`src/rtl/alu_reservation_station_if.sv`:
```
// Bundle of dispatch, common-data-bus and issue signals for the ALU
// reservation station. The master side is the dispatcher / execute-unit
// environment; the slave side is the station itself.
interface alu_reservation_station_if #(
    parameter int NUM_ENTRIES = 4,
    parameter int TAG_W       = 4
);
    // Dispatch channel
    logic                          disp_valid;
    logic                          disp_ready;
    logic [4:0]                    disp_alu_op;
    logic [5:0]                    disp_valhw;
    logic [63:0]                   disp_vala;
    logic [63:0]                   disp_valb;
    logic                          disp_a_rdy;
    logic                          disp_b_rdy;
    logic [TAG_W-1:0]              disp_a_tag;
    logic [TAG_W-1:0]              disp_b_tag;
    logic [TAG_W-1:0]              disp_dst_tag;

    // Common data bus broadcast
    logic                          cdb_valid;
    logic [TAG_W-1:0]              cdb_tag;
    logic [63:0]                   cdb_data;

    // Issue channel
    logic                          iss_valid;
    logic                          iss_ready;
    logic [4:0]                    iss_alu_op;
    logic [63:0]                   iss_vala;
    logic [63:0]                   iss_valb;
    logic [5:0]                    iss_valhw;
    logic [TAG_W-1:0]              iss_dst_tag;

    // Occupancy
    logic [$clog2(NUM_ENTRIES):0]  count;

    modport master (
        output disp_valid, disp_alu_op, disp_valhw, disp_vala, disp_valb,
               disp_a_rdy, disp_b_rdy, disp_a_tag, disp_b_tag, disp_dst_tag,
               cdb_valid, cdb_tag, cdb_data, iss_ready,
        input  disp_ready, iss_valid, iss_alu_op, iss_vala, iss_valb,
               iss_valhw, iss_dst_tag, count
    );

    modport slave (
        input  disp_valid, disp_alu_op, disp_valhw, disp_vala, disp_valb,
               disp_a_rdy, disp_b_rdy, disp_a_tag, disp_b_tag, disp_dst_tag,
               cdb_valid, cdb_tag, cdb_data, iss_ready,
        output disp_ready, iss_valid, iss_alu_op, iss_vala, iss_valb,
               iss_valhw, iss_dst_tag, count
    );
endinterface

```
`src/rtl/alu_reservation_station.sv`:
```
// ALU reservation station: holds dispatched ALU operations until both
// operands are available (directly, by dispatch-cycle bypass or by CDB
// wakeup), then issues the oldest ready entry to the execute unit.
module alu_reservation_station #(
    parameter int NUM_ENTRIES = 4,
    parameter int TAG_W       = 4
) (
    input  logic                    clk,
    input  logic                    rst,
    alu_reservation_station_if.slave rs
);
    localparam int IW = (NUM_ENTRIES > 1) ? $clog2(NUM_ENTRIES) : 1;
    localparam int CW = $clog2(NUM_ENTRIES) + 1;
    localparam logic [CW-1:0] FULL_C = CW'(NUM_ENTRIES);

    // Slot storage
    logic [NUM_ENTRIES-1:0] valid_r;
    logic [NUM_ENTRIES-1:0] a_rdy_r;
    logic [NUM_ENTRIES-1:0] b_rdy_r;
    logic [4:0]             op_r     [NUM_ENTRIES];
    logic [63:0]            vala_r   [NUM_ENTRIES];
    logic [63:0]            valb_r   [NUM_ENTRIES];
    logic [TAG_W-1:0]       a_tag_r  [NUM_ENTRIES];
    logic [TAG_W-1:0]       b_tag_r  [NUM_ENTRIES];
    logic [5:0]             valhw_r  [NUM_ENTRIES];
    logic [TAG_W-1:0]       dst_r    [NUM_ENTRIES];
    logic [2:0]             age_r    [NUM_ENTRIES];
    logic [CW-1:0]          count_r;

    // Combinational helpers
    logic [NUM_ENTRIES-1:0] ready_s;
    logic                   sel_found_s;
    logic [IW-1:0]          sel_idx_s;
    logic [2:0]             sel_age_s;
    logic                   free_found_s;
    logic [IW-1:0]          free_idx_s;
    logic                   disp_ready_s;
    logic                   disp_fire_s;
    logic                   iss_fire_s;
    logic [63:0]            new_vala_s;
    logic [63:0]            new_valb_s;
    logic                   new_a_rdy_s;
    logic                   new_b_rdy_s;

    // Readiness uses only registered operand state, so a wakeup is issuable next cycle
    always_comb begin
        ready_s = valid_r & a_rdy_r & b_rdy_r;
    end

    // Oldest-ready selection; strict compare keeps ties on the lowest index
    always_comb begin
        sel_found_s = 1'b0;
        sel_idx_s   = '0;
        sel_age_s   = 3'd0;
        for (int i = 0; i < NUM_ENTRIES; i++) begin
            if (ready_s[i] && (!sel_found_s || (age_r[i] > sel_age_s))) begin
                sel_found_s = 1'b1;
                sel_idx_s   = IW'(i);
                sel_age_s   = age_r[i];
            end else begin
                sel_found_s = sel_found_s;
            end
        end
    end

    // Lowest-index free slot; scanning downward lets the lowest index win
    always_comb begin
        free_found_s = 1'b0;
        free_idx_s   = '0;
        for (int i = NUM_ENTRIES - 1; i >= 0; i--) begin
            if (!valid_r[i]) begin
                free_found_s = 1'b1;
                free_idx_s   = IW'(i);
            end else begin
                free_found_s = free_found_s;
            end
        end
    end

    // Handshakes; a slot freed by this cycle's issue is not reused until next cycle
    always_comb begin
        disp_ready_s = (count_r < FULL_C);
        disp_fire_s  = rs.disp_valid && disp_ready_s && free_found_s;
        iss_fire_s   = sel_found_s && rs.iss_ready;
    end

    // Dispatch-cycle bypass of operands being broadcast on the CDB right now
    always_comb begin
        if (!rs.disp_a_rdy && rs.cdb_valid && (rs.cdb_tag == rs.disp_a_tag)) begin
            new_vala_s  = rs.cdb_data;
            new_a_rdy_s = 1'b1;
        end else begin
            new_vala_s  = rs.disp_vala;
            new_a_rdy_s = rs.disp_a_rdy;
        end
        if (!rs.disp_b_rdy && rs.cdb_valid && (rs.cdb_tag == rs.disp_b_tag)) begin
            new_valb_s  = rs.cdb_data;
            new_b_rdy_s = 1'b1;
        end else begin
            new_valb_s  = rs.disp_valb;
            new_b_rdy_s = rs.disp_b_rdy;
        end
    end

    // Issue payload from the selected slot, forced to zero when nothing is ready
    always_comb begin
        if (sel_found_s) begin
            rs.iss_alu_op  = op_r[sel_idx_s];
            rs.iss_vala    = vala_r[sel_idx_s];
            rs.iss_valb    = valb_r[sel_idx_s];
            rs.iss_valhw   = valhw_r[sel_idx_s];
            rs.iss_dst_tag = dst_r[sel_idx_s];
        end else begin
            rs.iss_alu_op  = 5'd0;
            rs.iss_vala    = 64'd0;
            rs.iss_valb    = 64'd0;
            rs.iss_valhw   = 6'd0;
            rs.iss_dst_tag = '0;
        end
    end

    assign rs.iss_valid  = sel_found_s;
    assign rs.disp_ready = disp_ready_s;
    assign rs.count      = count_r;

    // Slot update: dispatch write, CDB wakeup, ageing and issue release
    always_ff @(posedge clk) begin
        if (rst) begin
            valid_r <= '0;
            a_rdy_r <= '0;
            b_rdy_r <= '0;
            for (int i = 0; i < NUM_ENTRIES; i++) begin
                age_r[i] <= 3'd0;
            end
        end else begin
            for (int i = 0; i < NUM_ENTRIES; i++) begin
                if (disp_fire_s && (free_idx_s == IW'(i))) begin
                    valid_r[i] <= 1'b1;
                    op_r[i]    <= rs.disp_alu_op;
                    vala_r[i]  <= new_vala_s;
                    a_rdy_r[i] <= new_a_rdy_s;
                    a_tag_r[i] <= rs.disp_a_tag;
                    valb_r[i]  <= new_valb_s;
                    b_rdy_r[i] <= new_b_rdy_s;
                    b_tag_r[i] <= rs.disp_b_tag;
                    valhw_r[i] <= rs.disp_valhw;
                    dst_r[i]   <= rs.disp_dst_tag;
                    age_r[i]   <= 3'd0;
                end else if (valid_r[i]) begin
                    if (rs.cdb_valid && !a_rdy_r[i] && (a_tag_r[i] == rs.cdb_tag)) begin
                        vala_r[i]  <= rs.cdb_data;
                        a_rdy_r[i] <= 1'b1;
                    end
                    if (rs.cdb_valid && !b_rdy_r[i] && (b_tag_r[i] == rs.cdb_tag)) begin
                        valb_r[i]  <= rs.cdb_data;
                        b_rdy_r[i] <= 1'b1;
                    end
                    if (disp_fire_s && (age_r[i] != 3'd7)) begin
                        age_r[i] <= age_r[i] + 3'd1;
                    end
                    if (iss_fire_s && (sel_idx_s == IW'(i))) begin
                        valid_r[i] <= 1'b0;
                    end
                end
            end
        end
    end

    // Occupancy counter: simultaneous dispatch and issue cancel out
    always_ff @(posedge clk) begin
        if (rst) begin
            count_r <= '0;
        end else begin
            case ({disp_fire_s, iss_fire_s})
                2'b10:   count_r <= count_r + CW'(1);
                2'b01:   count_r <= count_r - CW'(1);
                default: count_r <= count_r;
            endcase
        end
    end
endmodule

```
`src/flat_wrapper.sv`:
```
// flat-port wrapper written by rule: the top's interface ports become plain ports
module alu_reservation_station_flat 
#(
    parameter int NUM_ENTRIES = 4,
    parameter int TAG_W       = 4
)
  (clk, rst, rs_disp_valid, rs_disp_alu_op, rs_disp_valhw, rs_disp_vala, rs_disp_valb, rs_disp_a_rdy, rs_disp_b_rdy, rs_disp_a_tag, rs_disp_b_tag, rs_disp_dst_tag, rs_cdb_valid, rs_cdb_tag, rs_cdb_data, rs_iss_ready, rs_disp_ready, rs_iss_valid, rs_iss_alu_op, rs_iss_vala, rs_iss_valb, rs_iss_valhw, rs_iss_dst_tag, rs_count);
  alu_reservation_station_if #(.NUM_ENTRIES(NUM_ENTRIES), .TAG_W(TAG_W)) rs_i ();
  input  logic clk;
  input  logic rst;
  input wire logic [$bits(rs_i.disp_valid)-1:0] rs_disp_valid;
  input wire logic [$bits(rs_i.disp_alu_op)-1:0] rs_disp_alu_op;
  input wire logic [$bits(rs_i.disp_valhw)-1:0] rs_disp_valhw;
  input wire logic [$bits(rs_i.disp_vala)-1:0] rs_disp_vala;
  input wire logic [$bits(rs_i.disp_valb)-1:0] rs_disp_valb;
  input wire logic [$bits(rs_i.disp_a_rdy)-1:0] rs_disp_a_rdy;
  input wire logic [$bits(rs_i.disp_b_rdy)-1:0] rs_disp_b_rdy;
  input wire logic [$bits(rs_i.disp_a_tag)-1:0] rs_disp_a_tag;
  input wire logic [$bits(rs_i.disp_b_tag)-1:0] rs_disp_b_tag;
  input wire logic [$bits(rs_i.disp_dst_tag)-1:0] rs_disp_dst_tag;
  input wire logic [$bits(rs_i.cdb_valid)-1:0] rs_cdb_valid;
  input wire logic [$bits(rs_i.cdb_tag)-1:0] rs_cdb_tag;
  input wire logic [$bits(rs_i.cdb_data)-1:0] rs_cdb_data;
  input wire logic [$bits(rs_i.iss_ready)-1:0] rs_iss_ready;
  output wire logic [$bits(rs_i.disp_ready)-1:0] rs_disp_ready;
  output wire logic [$bits(rs_i.iss_valid)-1:0] rs_iss_valid;
  output wire logic [$bits(rs_i.iss_alu_op)-1:0] rs_iss_alu_op;
  output wire logic [$bits(rs_i.iss_vala)-1:0] rs_iss_vala;
  output wire logic [$bits(rs_i.iss_valb)-1:0] rs_iss_valb;
  output wire logic [$bits(rs_i.iss_valhw)-1:0] rs_iss_valhw;
  output wire logic [$bits(rs_i.iss_dst_tag)-1:0] rs_iss_dst_tag;
  output wire logic [$bits(rs_i.count)-1:0] rs_count;
  assign rs_i.disp_valid = rs_disp_valid;
  assign rs_i.disp_alu_op = rs_disp_alu_op;
  assign rs_i.disp_valhw = rs_disp_valhw;
  assign rs_i.disp_vala = rs_disp_vala;
  assign rs_i.disp_valb = rs_disp_valb;
  assign rs_i.disp_a_rdy = rs_disp_a_rdy;
  assign rs_i.disp_b_rdy = rs_disp_b_rdy;
  assign rs_i.disp_a_tag = rs_disp_a_tag;
  assign rs_i.disp_b_tag = rs_disp_b_tag;
  assign rs_i.disp_dst_tag = rs_disp_dst_tag;
  assign rs_i.cdb_valid = rs_cdb_valid;
  assign rs_i.cdb_tag = rs_cdb_tag;
  assign rs_i.cdb_data = rs_cdb_data;
  assign rs_i.iss_ready = rs_iss_ready;
  assign rs_disp_ready = rs_i.disp_ready;
  assign rs_iss_valid = rs_i.iss_valid;
  assign rs_iss_alu_op = rs_i.iss_alu_op;
  assign rs_iss_vala = rs_i.iss_vala;
  assign rs_iss_valb = rs_i.iss_valb;
  assign rs_iss_valhw = rs_i.iss_valhw;
  assign rs_iss_dst_tag = rs_i.iss_dst_tag;
  assign rs_count = rs_i.count;
  alu_reservation_station #(.NUM_ENTRIES(NUM_ENTRIES), .TAG_W(TAG_W)) u_core (.clk(clk), .rst(rst), .rs(rs_i));
endmodule
```
`config.mk`:
```
export PLATFORM = sky130hd
export DESIGN_NAME = alu_reservation_station_flat
export DESIGN_NICKNAME = d
export VERILOG_FILES = /design/src/rtl/alu_reservation_station_if.sv /design/src/rtl/alu_reservation_station.sv /design/src/flat_wrapper.sv
export SDC_FILE = /design/constraint.sdc
export NUM_CORES = 1
export LEC_CHECK = 0
export CAP_MARGIN = 20
export CORE_UTILIZATION = 40
export DETAILED_ROUTE_END_ITERATION = 8
export PLACE_DENSITY = 0.65
export SETUP_SLACK_MARGIN = 0.02
export SLEW_MARGIN = 10
export SYNTH_ARGS = -nofsm -noshare
export SYNTH_HDL_FRONTEND = slang
export SYNTH_SLANG_ARGS = --single-unit
export TNS_END_PERCENT = 30
```
`constraint.sdc`:
```
create_clock -name clk -period 16.54 [get_ports clk]
set_input_delay 3.308 -clock clk [delete_from_list [all_inputs] [get_ports clk]]
set_output_delay 3.308 -clock clk [all_outputs]
set_load 0.01 [all_outputs]
```
==> results by group, run 1 <==
Critical path
  • Crit-path cells: and3_1, nand2_1, ha_1, a21oi_1, nand3_1, nand3_4, buf_4, mux2i_1, inv_1, ha_1, and3b_1, o21ai_4, nand2_1, nand2_1, mux2_2, ha_1, and3_1, a21oi_1, o21ai_4, buf_4, buf_4, o221a_2, o2bb2ai_1, clkdlybuf4s50_1
  • WP data arrival: 8.76 ns
  • Max incr delay on CP: 0.83 ns
  • Number of cells on the critical path: 24
  • CP required: 13.23 ns
  • Reg2reg path depth: 22
  • CP Class: reg2out
  • Worst-path fanout max: 75
  • Slowest cell on the critical path: o21ai_4
  • Worst path buffer plus inverter count: 5
  • Critical Path Start Type: flip-flop
  • Crit-path leading delay family: buffers and inverters
  • CP endpoint kind: output pin

Synth
  • Top-count cell post-synth: edfxtp_1
  • Area leader, netlist: edfxtp_1
  • Synthesized cell area: 0.0320 mm^2
  • Yosys Warn Count: 0
  • Area contributors post-synth: edfxtp_1 58%, mux2_2 18%, o221a_2 5.0%
  • Net Count, Synth: 2550
  • Yosys cell types: 53
  • Post-synth top cells: 616 x edfxtp_1, 502 x mux2_2, 168 x nand2_1
  • Post-synth top flop: edfxtp_1
  • Post-synth top area share: 57.8%
  • Post-synth EDFFs: 616
  • Syn Inst Count: 2305
  • Avg Cell Area, Syn: 13.9 um^2
  • Async set-reset flop share out of synthesis: 0%
  • Sequential cell area fraction in the yosys report: 58.7%
  • Yosys reg bits: 631

Drt
  • DRC Markers: 0
  • Initial DRC count: 2016
  • Routed vias: 22400
  • Final ANT Viol Nets: 0
  • Vias per cell: 6.03
  • Routed len/inst: 27.7 um
  • DRT Pass-1 Iters: 5
  • Routed wire length: 103 mm

Floorplanning
  • IO Pins: 374
  • Die height: 285 um
  • Core box area: 0.0791 mm^2
  • Num rows: 103
  • Initial core utilization: 40.5%
  • Die Wd: 285 um
  • Die ar.: 0.0812 mm^2

CTS
  • CTS max path bufs: 3
  • CTS clk-pin slew, worst paths: 0.06 ns
  • Htree depth: 3
  • # Post-CTS Setup Buffers: 0
  • Worst skew pair latency: 0.63 ns
  • Clock Sinks: 631
  • CTS tree: done
  • Num CTS Buffers: 73
  • # hold bufs at CTS: 0
  • Clock root cell: clkbuf_16
  • # resized after CTS: 0

Power
  • Int Power: 2.83 mW
  • Power Density: 93.8 mW/mm^2
  • Sw frac: 22.6%
  • Sequential share of power: 49.5%
  • P_sw: 824 uW
  • P_leak: 12.0 nW
  • VDD IR max: 0.0000623 V
  • Clk network pwr share: 42.8%
  • Combinational share of power: 7.6%

Status
  • Status: completed

STA
  • Crit path time final: 12.07 ns
  • Worst-Margin Slew: 1.17 ns
  • Final hold violations: 0
  • Setup violators final: 0
  • Max Freq: 0.0829 GHz
  • Final Max Tran Viols: 0
  • Final period util: 73.0%
  • Total negative setup slack: 0 ns
  • Slew headroom: 22.1%
  • Worst Skew: 0.0273 ns
  • RSZ-0062 raised after global routing: no

Global routing
  • First-pass GRT wire length: 152 mm
  • Vias in the first global route: 23100
  • Total gr overflow: 0
  • Largest net degree at the start of global routing: 87
  • Total global-route track usage: 25.0%
  • Initial antenna violation count: 20

Final layout
  • Fin util: 49.3%
  • Final Cell Area: 0.0390 mm^2
  • Fin nets: 2841
  • Layout cells sized above 1: 30.6%
  • Layout Area Growth over Synthesis: 21.7%

Placed design
  • Port buffer count: 373
  • Dpl cell area: 0.0366 mm^2
  • RePlAce Congestion: 0.871
  • DP HPWL: 59.8 mm

Flow run
  • Max-cap violations: 0

Hold path
  • Hold Crit Depth: 2
  • Hold Path Class: reg2reg
## cell type report
type / count / area [um^2]
inverters: 26 / 97.6
diodes: 9 / 22.5
repair buffers: 417 / 4100
clock inverters: 38 / 319
flip-flops and latches: 631 / 18800
multi-input cells: 1447 / 12400
well taps: 1050 / 1310
fillers: 6890 / 40200
clock buffers: 95 / 1950
## power by group through the flow
stage	sequential (mW)	clock, mW	combinational, mW
floorplan	1.84	0	0.136
global placement	1.84	0	0.268
detailed placement	1.84	0	0.277
CTS	1.81	1.59	0.279
global route	1.81	1.65	0.299
finish	1.81	1.57	0.279
## per-stage QoR
stage / setup slack (ns) / hold slack, ns / total power [mW] / std cells
floorplan: 7.70 / 0.463 / 1.98 / 2305
global placement: 5.36 / 0.490 / 2.11 / 3567
detailed placement: 5.21 / 0.504 / 2.12 / 3568
CTS: 4.52 / 0.513 / 3.68 / 3701
global route: 4.03 / 0.549 / 3.76 / 3712
finish: 4.47 / 0.520 / 3.65 / 3713
## worst paths after layout
path                                   startpoint                 to  slack, ns
worst min register to register  u_core.b_rdy_r[1]  u_core.b_rdy_r[1]       0.52
worst max-delay path            u_core.valid_r[0]     rs_iss_valb[5]       4.47
worst max register to register  u_core.valid_r[0]  u_core.valid_r[2]       9.59
worst min-delay path            u_core.b_rdy_r[1]  u_core.b_rdy_r[1]       0.52
## cells by family after synthesis
| family | synth area share [%] |
|---|---|
| muxes | 18.2 |
| DFF | 58.7 |
| xor gates and xnor gates | 0.985 |
| and+or+nand+nor | 3.65 |
| buffers and inverters | 3.26 |
| adders and majority gates | 0.766 |
| AOI/OAI and AO/OA | 14.4 |
## flip-flops by register name, indices dropped and copies added, names as in the netlist
signal and cells:
u_core.dst_r 16, u_core.valhw_r 24, u_core.valid_r 4, u_core.op_r 20, u_core.b_rdy_r 4, u_core.rs.count 3
u_core.b_tag_r 16, u_core.vala_r 256, u_core.age_r 12, u_core.a_rdy_r 4, u_core.valb_r 256, u_core.a_tag_r 16
## per-layer routing
metal | share of wire (%) | track usage, % | up-vias
met3 | 6.7 | 4.20 | 165
met5 | 0.14 | 0 | -
met1 | 41 | 32.5 | 11500
met4 | 2.4 | 8.26 | 22
li1 | - | - | 9741
met2 | 49 | 42.2 | 908
## cells in the final DEF (no fill, tap or decap), types with 40 or more instances in the layout
cell	instances
a21oi_1	152
buf_4	40
clkbuf_16	75
clkdlybuf4s50_1	373
edfxtp_1	616
mux2_2	502
nand2_1	162
o21ai_0	145
o221a_2	143
o2bb2ai_1	143
## worst register-to-register path, cell delays in order, from the launching register on
cell	delay, ns
dfxtp_1	0.54
and3_1	0.35
nand2_1	0.14
ha_1	0.33
a21oi_1	0.15
nand3_1	0.14
nand3_4	0.10
buf_4	0.77
mux2i_1	0.34
inv_1	0.07
ha_1	0.30
and3b_1	0.22
o21ai_4	0.16
nand2_1	0.09
nand2_1	0.15
mux2_2	0.36
ha_1	0.27
and3_1	0.13
a21oi_1	0.10
o21ai_4	0.83
buf_4	0.79
nand4_1	0.24
a31o_2	0.29
No activity file was read; power rests on OpenSTA's default activity.
==> run 2: changes to the inputs <==
==> constraint.sdc (replaced) <==
create_clock -name clk -period 12.4 [get_ports clk]
set_input_delay 2.48 -clock clk [delete_from_list [all_inputs] [get_ports clk]]
set_output_delay 2.48 -clock clk [all_outputs]
set_load 0.01 [all_outputs]
==> results by group, run 2 (synthesis results as in run 1) <==
CTS
  • CTS tree: done
  • # hold bufs at CTS: 0
  • # resized after CTS: 0
  • Clock Sinks: 631
  • Clock root cell: clkbuf_16
  • CTS max path bufs: 3
  • Num CTS Buffers: 73
  • # Post-CTS Setup Buffers: 0
  • Htree depth: 3
  • Worst skew pair latency: 0.60 ns
  • CTS clk-pin slew, worst paths: 0.06 ns

STA
  • Final Max Tran Viols: 0
  • Max Freq: 0.0975 GHz
  • Crit path time final: 10.25 ns
  • Final period util: 82.7%
  • Final hold violations: 0
  • Worst-Margin Slew: 1.10 ns
  • Worst Skew: 0.0201 ns
  • RSZ-0062 raised after global routing: no
  • Setup violators final: 0
  • Total negative setup slack: 0 ns
  • Slew headroom: 26.4%

Final layout
  • Multi-input combinational cell area: 0.0124 mm^2
  • Register Area: 0.0188 mm^2
  • Final Cell Area: 0.0390 mm^2
  • Fillers: 6826
  • Commonest non-fill, non-tap cell in the layout: edfxtp_1
  • Fin util: 49.3%
  • Registers with the most flip-flops: u_core.vala_r (256), u_core.valb_r (256), u_core.valhw_r (24)
  • Layout Area Growth over Synthesis: 21.9%
  • Most frequent cells in the layout: 616 x edfxtp_1, 502 x mux2_2, 373 x clkdlybuf4s50_1
  • Fin nets: 2845
  • Layout cells sized above 1: 30.8%

Global routing
  • Largest net degree at the start of global routing: 76
  • Total gr overflow: 0
  • Vias in the first global route: 22900
  • Total global-route track usage: 24.8%
  • Initial antenna violation count: 16
  • First-pass GRT wire length: 151 mm

Critical path
  • CP Class: reg2out
  • R2r setup slk: 5.86 ns
  • FF-to-FF End: u_core.valid_r[0]
  • CP endpoint kind: output pin
  • Reg2reg path depth: 22
  • CP required: 9.92 ns
  • WP data arrival: 7.77 ns
  • RR Startpoint: u_core.valid_r[0]
  • Worst-path fanout max: 75
  • Critical Path Start Type: flip-flop

Status
  • Status: completed

Floorplanning
  • Die height: 285 um
  • Die ar.: 0.0812 mm^2
  • Die Wd: 285 um
  • Num rows: 103
  • Initial core utilization: 40.5%
  • Core box area: 0.0791 mm^2
  • IO Pins: 374

Placed design
  • DP HPWL: 58.9 mm
  • Dpl cell area: 0.0367 mm^2
  • Port buffer count: 373
  • RePlAce Congestion: 0.817

Power
  • P_leak: 12.1 nW
  • Power Density: 125 mW/mm^2
  • VDD IR max: 0.000101 V

Flow run
  • Max-cap violations: 0

Hold path
  • Hold EP: u_core.b_rdy_r[1]
  • Hold Crit Depth: 2
  • Hold Path Class: reg2reg
  • Hold_sp: u_core.b_rdy_r[1]

Drt
  • Routed vias: 22400
  • Routed len/inst: 27.6 um
  • DRC Markers: 0
  • Routed wire length: 103 mm
  • Initial DRC count: 2041
  • Final ANT Viol Nets: 0
  • DRT Pass-1 Iters: 5
  • Vias per cell: 6.02
-- run 2: how the worst max path moves through the flow --
stage,end,slack [ns],startpoint
floorplan,rs_iss_dst_tag[0],4.39,u_core.a_rdy_r[0]
global placement,rs_iss_valb[21],2.83,u_core.valid_r[0]
detailed placement,rs_iss_valb[21],2.75,u_core.valid_r[0]
CTS,rs_iss_valb[21],2.06,u_core.valid_r[0]
global route,rs_iss_vala[61],1.80,u_core.valid_r[0]
finish,rs_iss_vala[61],2.15,u_core.valid_r[0]
-- run 2: worst max-delay path: stages, from the launching register on --
cell	delay [ns]
dfxtp_1	0.57
and3_1	0.36
nand2_1	0.12
ha_1	0.32
a21oi_1	0.16
nand3_1	0.15
nand3_4	0.11
buf_4	0.75
mux2i_1	0.37
inv_1	0.08
ha_1	0.31
and3b_1	0.22
o21ai_4	0.15
nand2_1	0.09
nand2_1	0.15
mux2_2	0.35
ha_1	0.27
and3_1	0.14
a21oi_1	0.11
nand2_1	0.16
o2111a_4	0.83
buf_4	0.51
o2bb2ai_1	0.17
clkdlybuf4s50_1	0.68
-- run 2: cell type report --
| cell class | count | area share [%] |
|---|---|---|
| Timing Repair Buffer | 421 | 10.7 |
| Multi-Input combinational cell | 1447 | 31.7 |
| Sequential cell | 631 | 48.1 |
| Tap cell | 1050 | 3.36 |
| Antenna cell | 10 | 0.0641 |
| Clock inverter | 33 | 0.599 |
| Clock buffer | 98 | 5.24 |
| Inverter | 26 | 0.250 |
-- run 2: power by group --
group          internal, mW  switching, mW
logic                 0.179          0.193
registers              2.40         0.0157
clock network          1.22          0.861
-- run 2: through the flow --
step / instances / hold slack (ns) / total power [mW] / setup slack [ns]
2_1_floorplan: 2305 / 0.463 / 2.64 / 4.39
3_3_place_gp: 3572 / 0.489 / 2.82 / 2.83
3_5_place_dp: 3572 / 0.503 / 2.83 / 2.75
4_1_cts: 3703 / 0.513 / 4.91 / 2.06
5_1_grt: 3714 / 0.532 / 5.01 / 1.80
6_report: 3716 / 0.516 / 4.86 / 2.15
-- run 2: routing by layer --
layer / up-vias / global-route usage, % / part of all wire, %
li1: 9736 / - / -
met1: 11500 / 32.2 / 40
met2: 941 / 41.9 / 50
met3: 159 / 4.34 / 7.0
met4: 16 / 7.99 / 2.3
met5: - / 0 / 0.092
==> run 3: changes to the inputs <==
--- a/config.mk
+++ b/config.mk
@@ -8,7 +8,7 @@
 export CAP_MARGIN = 20
 export CORE_UTILIZATION = 40
 export DETAILED_ROUTE_END_ITERATION = 8
-export PLACE_DENSITY = 0.65
+export PLACE_DENSITY = 0.68
 export SETUP_SLACK_MARGIN = 0.02
 export SLEW_MARGIN = 10
 export SYNTH_ARGS = -nofsm -noshare
==> constraint.sdc (replaced) <==
create_clock -name clk -period 9 [get_ports clk]
set_input_delay 1.8 -clock clk [delete_from_list [all_inputs] [get_ports clk]]
set_output_delay 1.8 -clock clk [all_outputs]
set_load 0.01 [all_outputs]
==> results by group, run 3 (synthesis results as in run 1) <==
Power
  • P_sw: 1.49 mW
  • Power Density: 169 mW/mm^2
  • VDD IR max: 0.0000973 V
  • Sw frac: 22.6%
  • Combinational share of power: 7.9%
  • Int Power: 5.11 mW
  • Total Power: 6.60 mW
  • Sequential share of power: 50.4%
  • P_leak: 12.0 nW
  • Clk network pwr share: 41.8%

CTS
  • Clock Sinks: 631
  • Worst skew pair latency: 0.61 ns
  • CTS clk-pin slew, worst paths: 0.07 ns
  • Htree depth: 3
  • Clock root cell: clkbuf_16
  • CTS max path bufs: 3
  • Num CTS Buffers: 71
  • CTS tree: done
  • # Post-CTS Setup Buffers: 0

Floorplanning
  • IO Pins: 374
  • Die Wd: 285 um
  • Core box area: 0.0791 mm^2
  • Initial core utilization: 40.5%
  • Die ar.: 0.0812 mm^2
  • Num rows: 103
  • Die height: 285 um

STA
  • Slew headroom: 19.8%
  • Worst-Margin Slew: 1.20 ns
  • Final Max Tran Viols: 0
  • Final hold violations: 0
  • Total negative setup slack: 0 ns
  • RSZ-0062 raised after global routing: no
  • Crit path time final: 8.72 ns
  • Final period util: 96.9%
  • Max Freq: 0.115 GHz
  • Setup violators final: 0
  • Final hold slack: 0.507 ns
  • Worst Skew: 0.0178 ns
  • PnR worst setup slack: 0.278 ns

Final layout
  • Fin nets: 2844
  • Commonest non-fill, non-tap cell in the layout: edfxtp_1
  • Multi-input combinational cell area: 0.0124 mm^2
  • Layout Area Growth over Synthesis: 21.7%
  • Registers with the most flip-flops: u_core.vala_r (256), u_core.valb_r (256), u_core.valhw_r (24)
  • Post-route insts no fill: 3709
  • Layout cells sized above 1: 30.9%
  • Fin util: 49.3%
  • Register Area: 0.0188 mm^2
  • Fillers: 6821
  • Final Cell Area: 0.0390 mm^2
  • Most frequent cells in the layout: 616 x edfxtp_1, 502 x mux2_2, 373 x clkdlybuf4s50_1

Placed design
  • Placed Instances: 3572
  • Pre-CTS setup slack: 0.910 ns
  • DP HPWL: 59.5 mm
  • RePlAce Congestion: 0.849
  • Port buffer count: 373
  • Dpl cell area: 0.0367 mm^2

Critical path
  • Critical Path Start Type: flip-flop
  • Max incr delay on CP: 0.62 ns
  • Slowest cell on the critical path: clkdlybuf4s50_1
  • Crit-path cells: and3_1, nand2_1, ha_1, a21oi_1, nand3_1, nand3_4, mux2i_1, inv_1, ha_1, and3b_1, o21ai_4, nand2_1, nand2_1, mux2_2, ha_1, and3_1, a21oi_1, o21ai_4, buf_4, o221a_2, o2bb2ai_1, clkdlybuf4s50_1
  • WP data arrival: 6.92 ns
  • CP Class: reg2out
  • CP endpoint kind: output pin
  • CP required: 7.20 ns
  • Worst-path fanout max: 72

Global routing
  • Total gr overflow: 0
  • Initial antenna violation count: 11
  • Total global-route track usage: 24.7%
  • Vias in the first global route: 23300
  • Largest net degree at the start of global routing: 82
  • First-pass GRT wire length: 151 mm

Drt
  • Routed vias: 22300
  • Initial DRC count: 2147
  • Vias per cell: 6.02
  • Routed wire length: 103 mm
  • DRC Markers: 0
  • DRT Pass-1 Iters: 5
  • Final ANT Viol Nets: 0
  • Routed len/inst: 27.7 um

Status
  • Status: completed

Flow run
  • Max-cap violations: 0

Hold path
  • Hold Path Class: reg2reg
-- run 3: changes by cell type in the layout (fill, tap and decap cells not counted), sizes merged --
| cell | before | now |
|---|---|---|
| inv | 29 | 26 |
| o2111a | 1 | 2 |
| clkinvlp | 1 | 4 |
| clkinv | 26 | 32 |
| clkbuf | 98 | 84 |
-- run 3: critical path: cells and delay by family, from the launching register on --
kind | cells | cell delay (ns)
adder cells (fa/ha/maj) | 3 | 0.91
AO/OA/AOI/OAI | 6 | 1.53
AND/OR/NAND/NOR | 8 | 1.38
multiplexers | 2 | 0.65
flip-flops | 1 | 0.53
buffers and inverters | 3 | 1.14
-- run 3: layout make-up --
cell class	instances	share of cell area, %
Clock inverter	39	0.777
Timing Repair Buffer	421	10.8
Inverter	26	0.250
Clock buffer	84	4.76
Multi-Input combinational cell	1448	31.8
Tap cell	1050	3.37
Sequential cell	631	48.2
Antenna cell	10	0.0642
-- run 3: power by group through the flow --
stage               sequential (mW)  clock [mW]  combinational (mW)
floorplan                      3.38           0               0.250
global placement               3.38           0               0.498
detailed placement             3.39           0               0.514
CTS                            3.32        2.80               0.517
global route                   3.33        2.90               0.553
finish                         3.32        2.76               0.519
-- run 3: worst paths after layout --
path / from / to / slack, ns / depth (start not counted)
max: u_core.valid_r[0] / rs_iss_valb[39] / 0.28 / 22
max reg2reg: u_core.valid_r[0] / u_core.valid_r[0] / 3.31 / 20
min: u_core.b_rdy_r[1] / u_core.b_rdy_r[1] / 0.51 / 2
min reg2reg: u_core.b_rdy_r[1] / u_core.b_rdy_r[1] / 0.51 / 2
-- run 3: metal layers --
metal / up-vias / wire length (um) / global-route usage (%)
met5: - / 13 / 0
met2: 863 / 51400 / 42.4
met1: 11600 / 42200 / 31.9
met4: 2 / 2600 / 8.48
li1: 9734 / - / -
met3: 160 / 6730 / 3.84
-- run 3: what timing repair did --
item / in CTS / in global routing
endpoints found under the setup margin: 0 / 53
hold buffers: 0 / 0
resized for setup: 0 / 0
